`config.mk`:
```
export PLATFORM = sky130hd
export DESIGN_NAME = regfile_wr_arbiter
export DESIGN_NICKNAME = d
export VERILOG_FILES = /design/src/rtl/regfile_pkg.sv /design/src/rtl/rr_arbiter2.sv /design/src/rtl/regfile_wr_arbiter.sv
export SDC_FILE = /design/constraint.sdc
export NUM_CORES = 1
export LEC_CHECK = 0
export CAP_MARGIN = 20
export CELL_PAD_IN_SITES_DETAIL_PLACEMENT = 2
export CELL_PAD_IN_SITES_GLOBAL_PLACEMENT = 2
export CORE_MARGIN = 2
export CORE_UTILIZATION = 23
export DETAILED_ROUTE_END_ITERATION = 16
export GPL_TIMING_DRIVEN = 0
export PLACE_DENSITY = 0.8
export SLEW_MARGIN = 20
export SYNTH_ARGS = -nofsm -noshare
export SYNTH_HDL_FRONTEND = slang
export SYNTH_SLANG_ARGS = --single-unit
```
`constraint.sdc`:
```
create_clock -name clk -period 2 [get_ports clk]
set_clock_uncertainty 0.15 [all_clocks]
set_input_delay 0.4 -clock clk [delete_from_list [all_inputs] [get_ports clk]]
set_output_delay 0.4 -clock clk [all_outputs]
set_load 0.1 [all_outputs]
```
`src/rtl/regfile_pkg.sv`:
```
// Shared types and constants for the register-file write-port logic.
package regfile_pkg;

    localparam int REG_BITS_DEFAULT = 5;
    localparam int REG_COUNT        = 2 ** REG_BITS_DEFAULT;
    localparam int ZERO_REG         = 0;

    localparam int REQ_ALU = 0;
    localparam int REQ_MEM = 1;

    typedef enum logic {
        CLEAR = 1'b0,
        RUN   = 1'b1
    } wr_state_t;

endpackage

```
`src/rtl/rr_arbiter2.sv`:
```
// Two-way round-robin grant: a lone requester always wins, a tie goes to the
// requester that was not granted last. Grant is one-hot or zero.
module rr_arbiter2
    import regfile_pkg::*;
(
    input  logic [1:0] valid,
    input  logic       last_grant,
    output logic [1:0] grant
);

    always_comb begin
        grant = valid;
        if (valid == 2'b11) begin
            grant = (last_grant == 1'(REQ_MEM)) ? 2'b01 : 2'b10;
        end
    end

endmodule

```
`src/rtl/regfile_wr_arbiter.sv`:
```
// Owns the register-file write port: zero-fills x1..xN after reset, then
// shares the port between the ALU and memory writeback requesters.
module regfile_wr_arbiter
    import regfile_pkg::*;
#(
    parameter int REGISTER_BIT = REG_BITS_DEFAULT,
    parameter int DATA_WIDTH   = 32
) (
    input  logic                    clk,
    input  logic                    rst,
    input  logic                    req0_valid,
    input  logic [REGISTER_BIT-1:0] req0_addr,
    input  logic [DATA_WIDTH-1:0]   req0_data,
    output logic                    req0_ready,
    input  logic                    req1_valid,
    input  logic [REGISTER_BIT-1:0] req1_addr,
    input  logic [DATA_WIDTH-1:0]   req1_data,
    output logic                    req1_ready,
    output logic                    we3,
    output logic [REGISTER_BIT-1:0] ad3,
    output logic [DATA_WIDTH-1:0]   wd3,
    output logic                    init_done
);

    localparam int CNT_W = REGISTER_BIT + 1;
    // The counter runs one past the last address; that value ends the clear.
    localparam logic [CNT_W-1:0] CLR_END = CNT_W'(2 ** REGISTER_BIT);

    wr_state_t                state, state_next;
    logic [CNT_W-1:0]         clr_cnt;
    logic                     last_grant;
    logic [1:0]               grant;
    logic                     accept;
    logic                     sel;
    logic [REGISTER_BIT-1:0]  sel_addr;
    logic [DATA_WIDTH-1:0]    sel_data;

    rr_arbiter2 u_arb (
        .valid      ({req1_valid, req0_valid}),
        .last_grant (last_grant),
        .grant      (grant)
    );

    // NOTE: sequential state uses non-blocking (<=) so every flop samples
    // pre-edge values; combinational blocks use blocking (=) with defaults first.
    always_ff @(posedge clk) begin
        if (rst) state <= CLEAR;
        else     state <= state_next;
    end

    always_comb begin
        state_next = state;
        if (state == CLEAR && clr_cnt == CLR_END) state_next = RUN;
    end

    always_comb begin
        req0_ready = 1'b0;
        req1_ready = 1'b0;
        if (state == RUN) begin
            req0_ready = grant[REQ_ALU];
            req1_ready = grant[REQ_MEM];
        end
    end

    assign accept   = req0_ready | req1_ready;
    assign sel      = req1_ready;
    assign sel_addr = sel ? req1_addr : req0_addr;
    assign sel_data = sel ? req1_data : req0_data;

    always_ff @(posedge clk) begin
        if (rst) begin
            clr_cnt    <= CNT_W'(1);
            last_grant <= 1'(REQ_MEM);
            we3        <= 1'b0;
            ad3        <= '0;
            wd3        <= '0;
            init_done  <= 1'b0;
        end else begin
            case (state)
                CLEAR: begin
                    if (clr_cnt == CLR_END) begin
                        we3       <= 1'b0;
                        init_done <= 1'b1;
                    end else begin
                        we3     <= 1'b1;
                        ad3     <= clr_cnt[REGISTER_BIT-1:0];
                        wd3     <= '0;
                        clr_cnt <= clr_cnt + 1'b1;
                    end
                end
                RUN: begin
                    // x0 writes are granted so the requester drains, but never reach the port.
                    we3 <= accept && (sel_addr != REGISTER_BIT'(ZERO_REG));
                    if (accept) begin
                        ad3        <= sel_addr;
                        wd3        <= sel_data;
                        last_grant <= sel;
                    end
                end
                default: we3 <= 1'b0;
            endcase
        end
    end

endmodule

```
After elaboration in Yosys (flattened, before gate mapping)
Cells that the tools add are included.
- bits in registers: 47
- output and inout port bits: 41
- logic and storage cells: 36
- add/subtract/negate cells: 1
- equality and inequality tests: 4
- mux-type cells: 14
- bitwise gates (word level): 3
- reductions and logical operators: 7
- operator list (operator ; number):
    2-to-1 mux 32 bit ; 3
    case mux 32 bit (2 select lines) ; 1
    2-to-1 mux 5 bit ; 3
    case mux 5 bit (2 select lines) ; 1
    AND reduction 2 bit ; 4
    adder 6 x 1 -> 6 bit, second input constant ; 1
    equality test 6 bit, second input constant ; 1
    nonzero test 5 bit ; 1
    2-to-1 mux 2 bit ; 2
    2-to-1 mux 1 bit ; 3
    equality test 2 bit, second input constant ; 1
    logical AND 1 bit ; 2
    inequality test 2 x 1 -> 1 bit, second input constant ; 1
    inequality test 2 bit, second input constant ; 1
    inverter 1 bit ; 2
    case mux 1 bit (2 select lines) ; 1
    OR 1 bit ; 1

Longest topological paths before layout
- depth after elaboration: 7
- depth in mapped cells: 8

Hierarchy
Synthesis repeated with hierarchy kept, for this count alone.
- cell total of the unflattened synthesis: 248
- area total of the unflattened synthesis: 2570.0 um^2
- modules (own cells, without submodules) (module ; instances ; cells an instance ; area each (um^2)):
    regfile_wr_arbiter ; 1 ; 245 ; 2551.2
    rr_arbiter2 ; 1 ; 3 ; 18.8

Worst setup path after synthesis
OpenSTA, ideal clock, no wires.
- kind: register to output
- start: reg state
- end: out req0_ready
- arrival time: 2.883 ns
- required time: 1.450 ns
- setup slack: -1.433 ns
- cell stages (with the launch flop): 5
- buffers on the path: 2
- cells stage by stage: dfxtp_1 -> buf_2 -> buf_2 -> nand2_1 -> nor2b_1
- word-level cells in the longest chain between the ends: 1
- RTL lines (what ; RTL line ; source):
    start: declaration ; regfile_wr_arbiter.sv:29 ; wr_state_t state, state_next;
    start signal: assignment ; regfile_wr_arbiter.sv:48 ; else state <= state_next;
    2-to-1 mux 1 bit ; regfile_wr_arbiter.sv:59 ; if (state == RUN) begin
    end: declaration ; regfile_wr_arbiter.sv:14 ; output logic req0_ready,
No other way between the ends.

Final worst setup path
- start: reg last_grant
- end: out req1_ready
- word-level cells in the longest chain between the ends: 3
- RTL lines (what ; RTL line ; source):
    start: declaration ; regfile_wr_arbiter.sv:31 ; logic last_grant;
    start signal: assignment ; regfile_wr_arbiter.sv:73 ; last_grant <= 1'(REQ_MEM);
    start signal: assignment ; regfile_wr_arbiter.sv:97 ; last_grant <= sel;
    2-to-1 mux 2 bit ; rr_arbiter2.sv:14 ; grant = (last_grant == 1'(REQ_MEM)) ? 2'b01 : 2'b10;
    2-to-1 mux 2 bit ; rr_arbiter2.sv:13 ; if (valid == 2'b11) begin
    2-to-1 mux 1 bit ; regfile_wr_arbiter.sv:59 ;
    end: declaration ; regfile_wr_arbiter.sv:18 ; output logic req1_ready,
No other way between the ends.

==> results.sh <==
export IMPL_synth_top_cell_area_share=0.383
export IMPL_num_rows=37
export IMPL_postCtsHoldBufs=0
export IMPL_synthTopCellsByArea="dfxtp_1, a22oi_2, mux2_2, nor2_1, buf_6"
export IMPL_layout_commonest_cell="clkdlybuf4s50_1"
export IMPL_clockBufferDepth=2
export IMPL_cts_clk_slew_worst_paths_ns=0.09
export IMPL_grt_pass1_vias=2538
export IMPL_startpoint_type="register"
export IMPL_nets=437
export IMPL_synth_nets=310
export IMPL_fin_hold_ws_ns=0.341
export IMPL_initial_utilization=0.235
export IMPL_synthArstFlopShare=0
export IMPL_max_cap_violations=0
export IMPL_crit_type="reg2out"
export IMPL_gr_total_overflow=0
export IMPL_vias_per_cell=4.45
export IMPL_mostFrequentLayoutCells="clkdlybuf4s50_1, nor2_1, dfxtp_1"
export IMPL_io_pins=119
export IMPL_die_w_um=106
export IMPL_fin_util=0.386
export IMPL_syn_to_final_growth_pct=64.3
export IMPL_final_cell_area_mm2=0.00395
export IMPL_dpl_cell_count=483
export IMPL_drive_gt1_frac=0.388
export IMPL_via_count=2200
export IMPL_drv_slew=0
export IMPL_cts_tree="done"
export IMPL_crit_required_ns=1.45
export IMPL_instances_no_fill=494
export IMPL_leakagePower_nw=1.39
export IMPL_yosysWarnings=0
export IMPL_firstDrtPassIters=4
export IMPL_period_share=0.955
export IMPL_dp_hpwl_mm=6.42
export IMPL_rsz0062_at_grt="no"
export IMPL_avgSynthCellArea_um2=10.4
export IMPL_yosysSeqAreaShare=0.383
export IMPL_drtIter0Drc=53
export IMPL_htreeDepth=2
export IMPL_arrival_ns=1.36
export IMPL_insertion_delay_ns=0.29
export IMPL_grt_usage=0.147
export IMPL_drc=0
export IMPL_cts_root_buf="clkbuf_8"
export IMPL_setup_viol=0
export IMPL_drtAntennaViolNets=0
export IMPL_min_period_ns=1.91
export IMPL_hold_viol=0
export IMPL_antenna_found_initial=0
export IMPL_gp_congestion=0.707
export IMPL_grt_max_degree=14
export IMPL_grt_pass1_wl_mm=13.2
export IMPL_path_max_fanout=11
export IMPL_routed_wl_mm=8.15
export IMPL_worstSetupEndpointType="output pin"
export IMPL_synth_area_mm2=0.00240
export IMPL_ys_types=44
export IMPL_placed_area_mm2=0.00376
export IMPL_ys_ff_latch=46
export IMPL_wire_per_inst_um=16.5
export IMPL_ir_drop_uv=265
export IMPL_r2r_slack_ns=0.14
export IMPL_tightest_slew_ns=0.572
export IMPL_status="finished clean"
export IMPL_synth_edf_count=0
export IMPL_max_slew_margin=0.621
export IMPL_hold_class="reg2reg"
export IMPL_core_area_mm2=0.0102
export IMPL_fmax_ghz=0.523
export IMPL_port_buffers=117
export IMPL_cts_sinks=46
export IMPL_synth_cells=230
export IMPL_yosys_area_top_type="dfxtp_1"
export IMPL_power_density_mw_per_mm2=483
export IMPL_diodes=0
export IMPL_fin_setup_tns_ns=0
export IMPL_cts_buffers=5
export IMPL_synth_ff_type="dfxtp_1"
export IMPL_die_h_um=106
export IMPL_dieArea_mm2=0.0113
## worst max-delay path: stages, from the launching register on
cell      delay [ns]
dfxtp_4         0.36
a21boi_4        0.17
buf_8           0.18
and2_4          0.18
buf_12          0.17
## flip-flops by register name, indices dropped and copies added, names as in the netlist
register,cells
ad3,5
clr_cnt,6
last_grant,1
state,1
wd3,32
we3,1
## power by group
part           leakage (nW)  internal [mW]  total, mW  switching (mW)
registers             0.373          0.926      0.941          0.0148
logic                 0.967          0.219      0.378           0.159
clock network        0.0482          0.280      0.587           0.308
total                  1.39           1.42       1.91           0.482
## path summary, 6_finish.rpt
kind	end	cells past startpoint	start
setup / recovery	req1_ready	4	last_grant$_SDFFE_PP1P_
hold reg to reg	ad3[1]$_SDFFE_PP0P_	1	ad3[1]$_SDFFE_PP0P_
hold / removal	ad3[1]$_SDFFE_PP0P_	1	ad3[1]$_SDFFE_PP0P_
setup reg to reg	wd3[23]$_SDFFE_PP0P_	8	clr_cnt[1]$_SDFFE_PP0P_
## synth_stat cells, types with 2 or more instances
cell type  number
a21oi_1         8
a22o_1          4
a22oi_1         3
a22oi_2        30
buf_2           7
buf_6           5
clkbuf_1        4
dfxtp_1        46
ha_1            2
inv_1           2
mux2_1          2
mux2_2         28
mux2_4          2
mux2i_1         5
nand2_1         3
nand2b_1        2
nor2_1         46
nor2b_1         2
nor3_1          2
or4_1           2
xor2_1          2
## repair_timing
item | in CTS | in global routing
pin swaps | 0 | 1
setup endpoints to repair | 68 | 15
gates resized for setup | 139 | 12
setup buffers | 2 | 2
## final cells by class
cell class / count / area [µm²]
plain buffers: 18 / 139
clock buffers: 7 / 86.3
clock inverters: 1 / 5.00
fillers: 1129 / 6280
inverters: 3 / 11.3
multi-input cells: 162 / 1350
flip-flops and latches: 46 / 930
well taps: 136 / 170
repair buffers: 121 / 1250
## routing by layer
metal | wire, µm | GRT usage
met5 | 0 | 0
met4 | 25 | 0.0226
met3 | 407 | 0.0300
met2 | 4310 | 0.276
met1 | 3410 | 0.175
## stage by stage
step	power [mW]	setup slack (ns)
floorplan	1.14	0.00892
finish	1.91	0.0890
CTS	1.95	-0.107
global placement	1.34	-1.42
detailed placement	1.35	-1.42
global route	2.02	0.0148
## cell families (layout without fill, tap and decap cells)
kind of cell | count (synthesis) | in the layout | share of synthesized area
DFF | 46 | 46 | 0.383
AOI/OAI and AO/OA | 54 | 54 | 0.227
xor gates and xnor gates | 3 | 3 | 0.0109
and+or+nand+nor | 66 | 66 | 0.132
muxes | 37 | 37 | 0.174
buffers and inverters | 22 | 150 | 0.0620
adders and majority gates | 2 | 2 | 0.0104
Power figures use the tool's default switching activity.
